<file path="config.mk">
export PLATFORM = sky130hd
export DESIGN_NAME = reg_wb_queue
export DESIGN_NICKNAME = d
export VERILOG_FILES = /design/src/rtl/reg_wb_queue.sv
export SDC_FILE = /design/constraint.sdc
export NUM_CORES = 1
export LEC_CHECK = 0
export BUFFER_PORTS_ARGS = -buffer_cell sky130_fd_sc_hd__buf_2
export CAP_MARGIN = 20
export CORE_UTILIZATION = 57
export DETAILED_ROUTE_END_ITERATION = 12
export HOLD_SLACK_MARGIN = 0.05
export PLACE_DENSITY = 0.85
export SLEW_MARGIN = 10
export SYNTH_ARGS = -nofsm -noshare
export SYNTH_HDL_FRONTEND = slang
export SYNTH_SLANG_ARGS = --single-unit
export TNS_END_PERCENT = 5
</file>
<file path="constraint.sdc">
create_clock -name clk -period 7.3 [get_ports clk]
set_input_delay 0.73 -clock clk [delete_from_list [all_inputs] [get_ports clk]]
set_output_delay 0.73 -clock clk [all_outputs]
set_load 0.01 [all_outputs]
</file>
<file path="src/rtl/reg_wb_queue.sv">
// reg_wb_queue: register write-back queue feeding a single rf write port.
// Ports: clk, rst_n (async low); in_valid/in_ready/in_addr/in_data push;
//   flush; wb_we/wb_addr/wb_data rf write; rd1/rd2_addr lookups;
//   fwd1/fwd2_hit, fwd1/fwd2_data forwarding (macro WBQ_FWD_EN); count.
module reg_wb_queue #(
    parameter int DEPTH = 4,
    parameter int DW    = 32
) (
    input  logic                     clk,
    input  logic                     rst_n,
    input  logic                     in_valid,
    output logic                     in_ready,
    input  logic [4:0]               in_addr,
    input  logic [DW-1:0]            in_data,
    input  logic                     flush,
    output logic                     wb_we,
    output logic [4:0]               wb_addr,
    output logic [DW-1:0]            wb_data,
    input  logic [4:0]               rd1_addr,
    input  logic [4:0]               rd2_addr,
    output logic                     fwd1_hit,
    output logic                     fwd2_hit,
    output logic [DW-1:0]            fwd1_data,
    output logic [DW-1:0]            fwd2_data,
    output logic [$clog2(DEPTH):0]   count
);

    localparam int PW = $clog2(DEPTH);
    localparam int CW = PW + 1;

    logic [4:0]    mem_addr [DEPTH];
    logic [DW-1:0] mem_data [DEPTH];
    logic [PW-1:0] head;
    logic [PW-1:0] tail;
    logic [CW-1:0] cnt;

    logic push;
    logic store;
    logic pop;

    assign in_ready = (cnt != CW'(DEPTH));
    assign push     = in_valid && in_ready && !flush;
    // x0 writes complete the handshake but are never stored
    assign store    = push && (in_addr != 5'd0);
    assign pop      = (cnt != '0) && !flush;

    assign wb_we   = (cnt != '0);
    assign wb_addr = mem_addr[head];
    assign wb_data = mem_data[head];
    assign count   = cnt;

    always_ff @(posedge clk or negedge rst_n) begin
        if (!rst_n) begin
            head <= '0;
            tail <= '0;
            cnt  <= '0;
        end else if (flush) begin
            head <= tail;
            cnt  <= '0;
        end else begin
            if (store)
                tail <= tail + 1'b1;
            if (pop)
                head <= head + 1'b1;
            if (store && !pop)
                cnt <= cnt + 1'b1;
            else if (pop && !store)
                cnt <= cnt - 1'b1;
        end
    end

    always_ff @(posedge clk) begin
        if (store) begin
            mem_addr[tail] <= in_addr;
            mem_data[tail] <= in_data;
        end
    end

`ifdef WBQ_FWD_EN
    // Walk oldest to youngest so the youngest match wins.
    always_comb begin
        logic [PW-1:0] idx;
        fwd1_hit  = 1'b0;
        fwd2_hit  = 1'b0;
        fwd1_data = '0;
        fwd2_data = '0;
        idx       = '0;
        for (int k = 0; k < DEPTH; k++) begin
            idx = head + PW'(k);
            if (CW'(k) < cnt) begin
                if (rd1_addr != 5'd0 && mem_addr[idx] == rd1_addr) begin
                    fwd1_hit  = 1'b1;
                    fwd1_data = mem_data[idx];
                end
                if (rd2_addr != 5'd0 && mem_addr[idx] == rd2_addr) begin
                    fwd2_hit  = 1'b1;
                    fwd2_data = mem_data[idx];
                end
            end
        end
    end
`else
    logic unused_rd;
    assign unused_rd = ^{rd1_addr, rd2_addr};
    assign fwd1_hit  = 1'b0;
    assign fwd2_hit  = 1'b0;
    assign fwd1_data = '0;
    assign fwd2_data = '0;
`endif

endmodule
</file>
==> metrics.md <==
| Metric | Value |
|---|---|
| Status | `finished clean` |
| Part of the cycle the worst path needs | `43.41%` |
| CTS tree | `built` |
| Synth async-reset ratio | `roughly 4.5%` |
| Root Driver | `clkbuf_8` |
| Period minus WS final | `3.169 ns` |
| Max Cap Viol | `0` |
| Most frequent cell after synthesis | `edfxtp_1` |
| Total core area | `10510 sq um` |
| Setup TNS | `0 ns` |
| Synthesized area | `6276 sq um` |
| Final hold violation count | `0` |
| Final setup vio count | `0` |
| Synth Area in Adders | `1.116%` |
| Antenna-violating nets left | `0` |
| RSZ-0062 raised after global routing | `no` |
| R2R setup slack | `4.79 ns` |
| Worst r2r path cells | `6` |
| Initial core utilization | `approximately three fifths` |
| Syn-to-layout area delta | `14.37%` |
| First-pass GRT wire length | `15970 um` |
| Clock buffer depth | `2` |
| Top Ports | `roughly 160` |
| Width of the die | `~110 um` |
| Pre-CTS worst setup slack | `about 4.2 ns` |
| Worst R2R End | `count[1]` |
| Post-CTS Setup Inserts | `0` |
| Post-DP HPWL | `6273 um` |
| Area leader, netlist | `edfxtp_1` |
| DRC | `0` |
| CTS Sinks | `~160` |
| FILL cells | `678` |
| Synth top area cells | `edfxtp_1 (71%), mux4_2 (13%), buf_4 (7.9%)` |
| Most frequent cells after synthesis | `edfxtp_1 (148), buf_4 (66), mux4_2 (37), dfrtp_1 (7)` |
| Worst-Margin Slew | `1.023 ns` |
| Die ar. | `between 10000 and 15000 sq um` |
| Mapped Cells | `approximately 310` |
| DR vias | `2901` |
| Worst IR Drop VDD | `~0.24 mV` |
| CP max FO | `30` |
| 1st-iter DRT viols | `96` |
| Synthesized flop and latch total | `155` |
| Fraction of the mapped netlist area in compound gates | `less than 1%` |
| Die Ht | `106.9 um` |
| CP startpoint kind | `register` |
| Post-synth EDFFs | `148` |
| Final setup margin | `about 4.1 ns` |
| Reg2reg start | `count[1]` |
| Power Density | `374.3 nW/um^2` |
| Top FF cell, synth | `edfxtp_1` |
| Number of CTS-inserted buffers | `17` |
| Crit. End Element | `output port` |
| Largest family of logic cells by synthesized area | `multiplexers` |
| Clock Skew | `0.01163 ns` |
| Resized Gates After CTS | `0` |
| Max-slew headroom | `31.82%` |
| Vias per inst | `5.236` |
| Largest net degree at the start of global routing | `39` |
| Port bufs | `just over 80` |
| Mux share of post-synthesis cell area | `13.28%` |
| GRT Residual Overflow | `0` |
| Final wirelength | `between 10000 and 15000 um` |
| Hold_buf cts | `1` |
| CTS clock-pin slew for the worst setup and hold paths | `0.06 ns` |
| Worst Setup Path Type | `reg -> out` |
| Initial DRT Pass Iterations | `4` |
| Routed WL per cell | `19.09 um` |
| Antenna fix cells | `0` |
| Worst Hold End | `mem_data[1][0]` |
| Vias in the first global route | `approximately 3000` |
| Initial antenna violation count | `0` |
| Critical Path RT | `6.57 ns` |
| Register area share after synthesis | `73.60%` |
| Simple-gate portion of the synthesized area | `1.774%` |
| Data arrival, critical path | `approximately 2.4 ns` |
| Synth Warn # | `0` |
| Fmax | `315.6 MHz` |
| All-layer global routing usage | `between 10% and 20%` |
| Gpl congestion | `0.7344` |
| Depth of the CTS H-tree | `4` |
| Leak | `2.603 nW` |
| Hold Startpoint | `in_data[0]` |
| Crit path launch | `head[0]` |
| Row cnt | `37` |
| Worst-Skew Late Latency | `0.52 ns` |
| Worst hold stages | `1` |
| Fraction of layout cells with a size suffix above 1 | `between 30% and 40%` |
| Max-slew violation count | `0` |
| Post-synth top area share | `70.81%` |
| Tightest Hold Check Type | `in -> reg` |
| Synth Area in XOR/XNOR | `0.5582%` |
| Mean post-synth cell area | `between 20 and 25 sq um` |
| Yosys cell types | `24` |
| # nets final | `~460` |
## flip-flops by register name, summed over array words and instances (netlist names)
name	flops
mem_addr	20
head	2
count	3
tail	2
mem_data	128
## cells in the final DEF, fill, tap and decap left out, types with 2 or more instances in the layout
cell type / instances
and2_2: 4
buf_2: 82
bufinv_16: 3
clkbuf_1: 3
clkbuf_16: 16
clkbuf_8: 2
clkinv_2: 2
clkinvlp_4: 5
conb_1: 66
dfrtp_1: 5
dfrtp_2: 2
edfxtp_1: 148
ha_1: 4
inv_1: 6
mux4_2: 37
nand2_1: 6
nor2_1: 5
nor3_1: 2
o21ai_0: 4
or4_1: 2
xnor2_1: 3
## worst max path at each step
stage / to / slack [ns]
2_1_floorplan: count[1] / 4.34
3_3_place_gp: count[1] / 4.27
3_5_place_dp: count[1] / 4.23
4_1_cts: wb_data[17] / 4.05
5_1_grt: wb_data[17] / 3.94
6_report: wb_data[31] / 4.13
## critical path, cell delays in order, from the launching register on
cell	delay (ns)
dfrtp_2	0.55
buf_4	0.56
mux4_2	0.59
buf_2	0.17
## layer usage
layer | vias to the layer above | GRT usage, % | part of all wire, %
met5 | - | 0 | 0
met2 | 90 | 34.47 | 55
met4 | 0 | 6.164 | 0.91
li1 | 1278 | - | -
met3 | 9 | 6.444 | 4.5
met1 | 1524 | 23.68 | 39
## per-stage QoR
step / total power (W) / hold slack, ns / util, % / cell area, sq um / cells
after global routing: 0.002812 / 0.3906 / 68.31 / 7178 / 554
after CTS: 0.002716 / 0.3984 / 68.31 / 7178 / 554
after floorplan: 0.001644 / 0.4344 / - / 6520 / 377
final: 0.002687 / 0.4313 / 68.31 / 7178 / 554
after global placement: 0.001833 / 0.5336 / 62.64 / 6583 / 521
after detailed placement: 0.001859 / 0.5501 / 62.64 / 6583 / 521
## cells by family (layout without fill, tap and decap cells)
group,Yosys count,count (layout)
mux,37,37
compound gates,7,7
buf+inv,81,122
xor+xnor,4,4
other cells,1,66
flops,155,155
fa+ha+maj,5,5
simple gates,22,22
## power breakdown
| part | switching [W] | internal, W | leakage, nW | total [W] |
|---|---|---|---|---|
| Clock | 0.000329 | 0.000529 | 0.270 | 0.000857 |
| Combinational | 0.000332 | 0.000325 | 0.906 | 0.000657 |
| Sequential | 0.0000898 | 0.00108 | 1.43 | 0.00117 |
| Total | 0.000750 | 0.00194 | 2.60 | 0.00269 |
## final cells by class
cell class                      instances  area [sq um]  area share (%)
Clock buffer                           21         439.2           6.118
Inverter                                6         22.52          0.3138
Clock inverter                         11         146.4           2.039
Timing Repair Buffer                   84         427.9           5.961
Sequential cell                       155          4622           64.39
Multi-Input combinational cell        141          1350           18.81
Tap cell                              136         170.2           2.371
No activity file was read; power rests on OpenSTA's default activity.
